### config.mk
export PLATFORM = sky130hd
export DESIGN_NAME = uart_tx_arbiter
export DESIGN_NICKNAME = d
export VERILOG_FILES = /design/src/rtl/uart_pkg.sv /design/src/rtl/uart_tx_arbiter_rr_pick.sv /design/src/rtl/uart_tx_arbiter.sv
export SDC_FILE = /design/constraint.sdc
export NUM_CORES = 1
export LEC_CHECK = 0
export ABC_AREA = 1
export BUFFER_PORTS_ARGS = -buffer_cell sky130_fd_sc_hd__buf_4
export CORE_UTILIZATION = 44
export CTS_CLUSTER_DIAMETER = 120
export CTS_CLUSTER_SIZE = 28
export DETAILED_ROUTE_END_ITERATION = 8
export PLACE_DENSITY = 0.76
export SYNTH_ARGS = -nofsm -noshare
export SYNTH_HDL_FRONTEND = slang
export SYNTH_HIERARCHICAL = 1
export SYNTH_SLANG_ARGS = --single-unit
export TNS_END_PERCENT = 100
### constraint.sdc
create_clock -name i_SysClock -period 1.8 [get_ports i_SysClock]
set_input_delay 0 -clock i_SysClock [delete_from_list [all_inputs] [get_ports i_SysClock]]
set_output_delay 0 -clock i_SysClock [all_outputs]
set_load 0.1 [all_outputs]
### src/rtl/uart_pkg.sv
// uart_pkg: shared UART constants, arbiter state encoding and width helper.
package uart_pkg;
    localparam int UART_BYTE_W = 8;
    localparam logic [1:0] ST_IDLE      = 2'd0;
    localparam logic [1:0] ST_LAUNCH    = 2'd1;
    localparam logic [1:0] ST_WAIT_DONE = 2'd2;
    typedef logic [UART_BYTE_W-1:0] uart_byte_t;
    function automatic int clog2(input int n);
        int r;
        r = 0;
        while ((1 << r) < n) r++;
        return r;
    endfunction
endpackage

### src/rtl/uart_tx_arbiter_rr_pick.sv
// rr_pick: combinational round-robin search starting just above ptr, wrapping modulo N.
module rr_pick
    import uart_pkg::*;
#(
    parameter int N = 4
) (
    input  logic [N-1:0]          req,
    input  logic [clog2(N)-1:0]   ptr,
    output logic                  found,
    output logic [clog2(N)-1:0]   idx
);
    localparam int IW = clog2(N);
    int c;
    always_comb begin
        found = 1'b0;
        idx = '0;
        c = 0;
        // Scan from farthest to nearest so the nearest hit wins.
        for (int i = N; i >= 1; i--) begin
            c = int'(ptr) + i;
            c = (c >= N) ? c - N : c;
            if (req[IW'(c)]) begin
                found = 1'b1;
                idx = IW'(c);
            end
        end
    end
endmodule

### src/rtl/uart_tx_arbiter.sv
// uart_tx_arbiter: round-robin sharing of one UART TX engine between NUM_REQ byte producers.
module uart_tx_arbiter
    import uart_pkg::*;
#(
    parameter int NUM_REQ = 4,
    parameter int LAUNCH_TIMEOUT = 15
) (
    input  logic                             i_SysClock,
    input  logic                             i_Reset,
    input  logic [NUM_REQ-1:0]               i_ReqValid,
    input  logic [NUM_REQ*UART_BYTE_W-1:0]   i_ReqByte,
    output logic [NUM_REQ-1:0]               o_ReqReady,
    output logic                             o_TxValid,
    output uart_byte_t                       o_TxByte,
    input  logic                             i_TxDone,
    output logic [clog2(NUM_REQ)-1:0]        o_GrantIdx,
    output logic                             o_Busy,
    output logic                             o_FrameDone,
    output logic                             o_Error
);
    localparam int IW = clog2(NUM_REQ);
    localparam int CW = clog2(LAUNCH_TIMEOUT + 1);
    localparam logic [NUM_REQ-1:0] REQ_ONE = 1;
    logic [1:0]    state;
    logic [IW-1:0] ptr;
    logic [IW-1:0] pick_idx;
    logic          pick_found;
    logic [CW-1:0] cnt;

    rr_pick #(.N(NUM_REQ)) u_pick (
        .req   (i_ReqValid),
        .ptr   (ptr),
        .found (pick_found),
        .idx   (pick_idx)
    );

    always_ff @(posedge i_SysClock) begin
        if (i_Reset) begin
            state <= ST_IDLE;
            ptr <= IW'(NUM_REQ - 1);
            cnt <= '0;
            o_ReqReady <= '0;
            o_TxValid <= 1'b0;
            o_TxByte <= '0;
            o_GrantIdx <= '0;
            o_Busy <= 1'b0;
            o_FrameDone <= 1'b0;
            o_Error <= 1'b0;
        end else begin
            o_ReqReady <= '0;
            o_FrameDone <= 1'b0;
            o_Error <= 1'b0;
            case (state)
                ST_IDLE: if (i_TxDone && pick_found) begin
                    state <= ST_LAUNCH;
                    ptr <= pick_idx;
                    o_GrantIdx <= pick_idx;
                    o_ReqReady <= REQ_ONE << pick_idx;
                    o_TxByte <= i_ReqByte[pick_idx*UART_BYTE_W +: UART_BYTE_W];
                    o_TxValid <= 1'b1;
                    o_Busy <= 1'b1;
                    cnt <= '0;
                end
                ST_LAUNCH: if (!i_TxDone) begin
                    state <= ST_WAIT_DONE;
                    o_TxValid <= 1'b0;
                    cnt <= '0;
                end else if (cnt == CW'(LAUNCH_TIMEOUT - 1)) begin
                    // Engine never started: drop the byte, keep the pointer on the loser.
                    state <= ST_IDLE;
                    o_TxValid <= 1'b0;
                    o_Busy <= 1'b0;
                    o_Error <= 1'b1;
                    cnt <= '0;
                end else begin
                    cnt <= cnt + CW'(1);
                end
                ST_WAIT_DONE: if (i_TxDone) begin
                    state <= ST_IDLE;
                    o_Busy <= 1'b0;
                    o_FrameDone <= 1'b1;
                end
                default: begin
                    state <= ST_IDLE;
                    o_Busy <= 1'b0;
                    o_TxValid <= 1'b0;
                end
            endcase
        end
    end
endmodule

# Yosys cells after proc, flatten, opt, wreduce, memory -nomap -nowiden
# Index checks and enable logic that the tools add are counted.
# word_totals
regBits	26
input_bits	39
out_inout_bits	18
wordCells	95
# classes
n_addsub	9
order_cmp	8
n_eq_ne	8
shifts	2
muxes	42
n_bitwise	5
n_reduce_logical	11
# op_table
cell	n
$shiftx A32 B6 Y8	1
$mux W2	12
$mux W1	19
$lt A2 B4 Y1 const B	4
$mux W4	3
$ge A3 B3 Y1 const B	3
$bmux W1 S2	4
$ne A2 B2 Y1 const B	4
$pmux W4 S2	1
$sub A2 B1 Y2 const B	4
$add A2 B2 Y3 const B	2
$pmux W1 S3	2
$pmux W2 S3	1
$reduce_and A3 Y1	2
$reduce_or A3 Y1	2
$not A1 Y1	5
$add A2 B3 Y4 const B	1
$add A4 B1 Y4 const B	1
$eq A4 B4 Y1 const B	1
$ge A4 B3 Y1 const B	1
$reduce_and A2 Y1	2
$reduce_and A4 Y1	1
$shl A1 B2 Y4 const A	1
$add A2 B1 Y3 const B	1
other kinds (7)	7

# Logic depth before layout (Yosys ltp)
# logic_depth
word_depth	13
mapped_depth	18
depth_no_buf	15

# Cells and area by module
# The synthesis kept the hierarchy.
# modules_own_cells
mod	instances	cells_per_inst	area_each_um2
uart_tx_arbiter	1	187	1268.7
rr_pick	1	51	246.5

# Worst setup path after synthesis
# No wires, ideal clock.
# synth_timing
path_kind	reg-to-reg
start	reg ptr[0]
end	reg o_TxByte[2]
arrival_time_ns	1.590
path_slack_ns	0.095
path_stages_with_launch	16
n_path_buf	3
synth_period_minus_slack_ns	1.705
path_cell_list	dfxtp_1 > buf_6 > inv_6 > nand2_2 > and2_4 > nor2_2 > nor2_1 > nand3_1 > nand2_1 > buf_2 > inv_1 > buf_2 > o21ai_0 > nand2_1 > nand2_1 > nand2_1
# synth_via
word_cells_on_any_way	39
# synth_lines
item	line_no	text
start, declared	uart_tx_arbiter.sv:25	logic [IW-1:0] ptr;
start signal, assigned	uart_tx_arbiter.sv:40	ptr <= IW'(NUM_REQ - 1);
start signal, assigned	uart_tx_arbiter.sv:56	ptr <= pick_idx;
$add A2 B3 Y4	uart_tx_arbiter_rr_pick.sv:20	c = int'(ptr) + i;
$ge A4 B3 Y1 / $sub A2 B1 Y2 (equally long branches)	uart_tx_arbiter_rr_pick.sv:21	c = (c >= N) ? c - N : c;
$mux W2	uart_tx_arbiter_rr_pick.sv:21	
$bmux W1 S2	uart_tx_arbiter_rr_pick.sv:22	if (req[IW'(c)]) begin
$mux W1 (not written as such) (2 in series)	uart_tx_arbiter_rr_pick.sv:22	
$mux W2 (3 in series)	uart_tx_arbiter_rr_pick.sv:22	
$mux W2 *	uart_tx_arbiter_rr_pick.sv:22	
net pick_idx[0]	uart_tx_arbiter.sv:26	logic [IW-1:0] pick_idx;
$shiftx A32 B6 Y8 *	uart_tx_arbiter.sv:59	o_TxByte <= i_ReqByte[pick_idx*UART_BYTE_W +: UART_BYTE_W];
end signal, assigned	uart_tx_arbiter.sv:59	
end, declared	uart_tx_arbiter.sv:14	output uart_byte_t o_TxByte,
# Mark *: on every way through the listed nets, which the timed path passes. The rest lies on a longest branch. The select of a mux whose other input is x is not followed.
# A chain may end at the register's enable or synchronous reset.

# Worst setup path after layout
# layout_timing
start	reg ptr[0]
end	reg o_TxByte[3]
# The elaborated chain is that of the path after synthesis.

==> results <==
- The leakage component of the power is 1.20 nW.
- The number of antenna repair diodes is 0.
- The areal power density over the cells is 1210 nW/µm².
- The maximum cell stage delay along the critical path is 0.37 ns.
- In this run the most critical hold path is launched from i_ReqByte[17].
- The part of the power in registers is 0.248.
- The number of antenna violations at the first check in global routing was 0.
- The count of maximum capacitance violations is 0.
- Setup repair after global routing could not meet its margin everywhere.
- Of the total power, combinational logic draws 0.611.
- Yosys attributes the largest share of cell area to sky130_fd_sc_hd__dfxtp_1 (34%), sky130_fd_sc_hd__nand2_1 (19%), sky130_fd_sc_hd__nor2_1 (11%), sky130_fd_sc_hd__o21ai_0 (5.0%), sky130_fd_sc_hd__inv_1 (4.5%).
- The global-route usage over all layers is 0.228.
- In this run, the number of DRC markers left after iteration 0 of detailed routing was 50.
- The largest driver fanout on the critical path is 11.
- Of all flip-flops after synthesis, the portion carrying an async set or reset was 0.
- The number of iterations in the first detailed-routing pass is 4.
- The share of synthesized area in the top cell type comes to 0.344.
- After clock tree synthesis, the clock-pin slew on the worst setup and hold paths is 0.14 ns.
- The register-to-register path setup slack is 0.02 ns.
- The number of distinct library cells after synthesis is 30.
- The sequential cell area fraction in the yosys report is 0.344.
- The number of setup buffers added after CTS is 0.
- The via density per instance is 4.67.
- The internal power consumption is 1.48 mW.
- The dominant register cell in the synthesized netlist is sky130_fd_sc_hd__dfxtp_1.
- At the pin with the least slew margin, the transition time is 0.286 ns.
- The launching point of the worst reg2reg path is ptr[0]$_SDFFE_PP1P_.
- The flop and latch count out of synthesis is 26.
- Compared with the post-synthesis result, the final layout area differs by 55.7%.
- In this run the count of I/O pins placed on the die edge is 57.
- Setup violations remaining at the end of the flow were counted as 0.
- The DRC violation count after routing is 0.
- The number of standard cells in the final layout excluding fillers is 359.
- Dividing the detail-routed wire length by the instance count gives 11.2 µm.
- The register area is 523 µm².
- The count of pins over their slew limit was 0.
- The depth of the worst hold-timing path is 7.
- Of the total power, the share spent switching nets is 0.481.
- In this run the number of H-tree levels came out at 1.
- Summed over all failing endpoints, the final setup total negative slack is 0 ns.
- After floorplanning, the core was sized to cover 3150 µm².
- The worst-case clock buffer depth is 2.
- When the netlist entered floorplanning its net count stood at 279.
- The kind of launch point of the worst setup path is a register.
- Measured against its own limit, the worst slew margin works out to 0.811.
- The net total in the final layout is 357.
- The post-placement setup slack is -0.0145 ns.
- After synthesis the cells add up to 1520 µm².
- The count of flip-flops with a built-in enable after synthesis is 0.
- The reg-to-reg endpoint is o_TxByte[3]$_SDFFE_PP0P_.
- After legalization and detailed placement, the total HPWL measured 2600 µm.
- The cell count after placement is 335.
- STA classifies the critical path endpoint as a register.
- For this design the total switching power over the nets is 1.37 mW.
- Entering global routing, the biggest net connects 21 pins.
- CTS saw 26 sinks.
- The count of buffers added on input and output ports is 56.
- The worst hold path belongs to the class input port to register.
- TritonCTS built the clock tree.
- The minimum period implied by the final worst setup slack is 1.78 ns.
- The average instance in the mapped netlist occupies 6.37 µm².
- Summing all placed instances gives a cell area of 2010 µm².
- The setup path with the least slack is of type register to register.
- IR analysis of the VDD net gives a maximum drop of 0.801 mV.
- The clock network fraction of design power is 0.141.
- The largest individual stage delay along the critical path comes from the cell sky130_fd_sc_hd__dfxtp_2.
- The first global-routing pass estimated 6330 µm of wire.
- The die height is 60.7 µm.
- The leading cell type by number of instances after synthesis is sky130_fd_sc_hd__nand2_1.
- Buffers inserted during clock tree synthesis total 3.
- For this run, the top clock speed supported by timing is 0.560 GHz.
- The via count of the first global-routing pass is 1,522.
- The Yosys step of the flow raised 6 warnings.
- The layout has 254 filler cells.
- For this block, the via count after detailed routing is 1,678.
- Routability-driven placement finished with a final weighted congestion of 0.840.
- The setup skew after layout is 0.00179 ns.
- Once detail routing completed, the nets flagged for antenna violations numbered 0.
- The final global-route overflow total is 0.
- The worst-skew pair later-pin latency is 0.33 ns.
- The floorplan step defined a die boundary enclosing 3680 µm².
- The final total power is 2.86 mW.
- The multi-input combinational cells in the finished layout cover a total of 925 µm².
- Traced cell by cell, the critical path runs through buf_12, inv_8, nand2_2, nand3_1, nand2_1, inv_1, nand2_2, nand2_2, nand2_2, nand2_4, clkbuf_16, nor2_1, nor2_1, o21ai_1, nand2_1, nand2_1, nand2_1.
- The path with the worst hold slack has its endpoint at o_TxByte[1]$_SDFFE_PP0P_.
- The post-route cell area is 2360 µm².
- The die outline width is 60.7 µm.
- The final-report hold violation count was 0.
- Of the cells placed in the final design, the portion with a size suffix greater than 1 is 0.362.
- After detailed routing, the total wire length is 4000 µm.
- The biggest area consumer among synthesized cells is sky130_fd_sc_hd__dfxtp_1.
- The number of placement rows is 20.
- Data arrives at the worst endpoint at 2.03 ns.
- Of the available clock period, the critical path in the final layout requires 0.992.
- In the synthesized netlist, the cells that appear most often are sky130_fd_sc_hd__nand2_1 (76), sky130_fd_sc_hd__nor2_1 (45), sky130_fd_sc_hd__dfxtp_1 (26), sky130_fd_sc_hd__inv_1 (18), sky130_fd_sc_hd__o21ai_0 (15).
- The worst register-to-register path has a depth of 17.
- The instance count of the mapped netlist is 238.
- Clock tree synthesis selected as its root buffer the cell sky130_fd_sc_hd__clkbuf_4.
- The flow ran to the end, and the final reports show no timing, DRC or antenna violations.
- The initial core utilization is 0.481.
- The worst path meets setup with 0.0153 ns of slack.
- The worst path required time is 2.04 ns.
[state kept, by name, indices dropped and copies added (netlist names)]
signal,flops
o_TxValid,1
state,2
o_Error,1
o_ReqReady,4
cnt,4
o_FrameDone,1
o_TxByte,8
o_GrantIdx,2
ptr,2
o_Busy,1
[how the worst max path moves through the flow]
stage	startpoint	endpoint	slack [ns]	depth (start not counted)
2_1_floorplan	ptr[0]$_SDFFE_PP1P_	o_TxByte[2]$_SDFFE_PP0P_	0.09	15
3_3_place_gp	ptr[1]$_SDFFE_PP1P_	o_TxByte[7]$_SDFFE_PP0P_	0.06	14
3_5_place_dp	ptr[0]$_SDFFE_PP1P_	o_TxByte[7]$_SDFFE_PP0P_	-0.01	16
4_1_cts	ptr[0]$_SDFFE_PP1P_	o_TxByte[2]$_SDFFE_PP0P_	0.03	16
5_1_grt	ptr[0]$_SDFFE_PP1P_	o_TxByte[6]$_SDFFE_PP0P_	-0.10	17
6_report	ptr[0]$_SDFFE_PP1P_	o_TxByte[3]$_SDFFE_PP0P_	0.02	17
[layout by cell type, fill, tap and decap left out, types with 2 or more instances in the layout]
cell type	Yosys	final
sky130_fd_sc_hd__nand2_2	9	13
sky130_fd_sc_hd__o21ai_2	1	6
sky130_fd_sc_hd__dlygate4sd3_1	0	19
sky130_fd_sc_hd__inv_2	4	5
sky130_fd_sc_hd__a21oi_1	2	2
sky130_fd_sc_hd__nor2_2	2	11
sky130_fd_sc_hd__nand2_4	2	5
sky130_fd_sc_hd__nand2_1	76	69
sky130_fd_sc_hd__nand3_1	10	9
sky130_fd_sc_hd__inv_1	18	17
sky130_fd_sc_hd__buf_12	0	3
sky130_fd_sc_hd__nor2_1	45	36
sky130_fd_sc_hd__dfxtp_2	0	2
sky130_fd_sc_hd__clkbuf_4	0	3
sky130_fd_sc_hd__o21ai_0	15	5
sky130_fd_sc_hd__dfxtp_1	26	24
sky130_fd_sc_hd__ha_1	2	2
sky130_fd_sc_hd__o21ai_1	6	11
sky130_fd_sc_hd__buf_4	2	58
[final cells by class]
class | instances | area share
Multi-Input combinational cell | 181 | 0.392
Timing Repair Buffer | 81 | 0.301
Sequential cell | 26 | 0.222
Inverter | 23 | 0.0398
Tap cell | 44 | 0.0233
Clock inverter | 1 | 0.0127
Clock buffer | 3 | 0.00954
[timing repair]
action / 4_1_cts / 5_1_grt
gates resized for setup: 3 / 36
hold buffers: 19 / 0
gates cloned: 0 / 1
setup endpoints to repair: 7 / 9
pin swaps: 0 / 2
hold endpoints to repair: 14 / 0
[logic make-up after synthesis]
kind of cell               count (synthesis)  synth area share
and+or+nand+nor                          150             0.429
DFF                                       26             0.344
adders and majority gates                  2            0.0165
buffers and inverters                     31            0.0983
AOI/OAI and AO/OA                         29             0.112
[stage by stage]
stage | hold slack [ns] | util
2_1_floorplan | 0.0785 | -
3_3_place_gp | 0.256 | 0.637
3_5_place_dp | 0.257 | 0.637
4_1_cts | 0.0440 | 0.715
5_1_grt | 0.0760 | 0.748
6_report | 0.0615 | 0.748
[critical path, delay by kind of cell, from the launching register on]
family / cells / cell delay (ns)
AO/OA/AOI/OAI: 1 / 0.08
flip-flops: 1 / 0.37
buffers and inverters: 4 / 0.40
AND/OR/NAND/NOR: 12 / 0.86
[power groups by stage]
| stage | Clock (mW) | Sequential (mW) | Combinational (mW) |
|---|---|---|---|
| floorplan | 0 | 1.17 | 0.673 |
| global placement | 0 | 0.717 | 1.48 |
| detailed placement | 0 | 0.718 | 1.49 |
| CTS | 0.410 | 0.707 | 1.54 |
| global route | 0.438 | 0.720 | 1.86 |
| finish | 0.404 | 0.709 | 1.74 |
[layer usage]
metal,up-vias,track usage,part of all wire
li1,892,-,-
met1,718,0.279,0.45
met5,-,0,0
met3,5,0.0320,0.056
met2,63,0.408,0.48
met4,0,0.0779,0.011
Note: power is estimated with default switching activity, not from simulation.
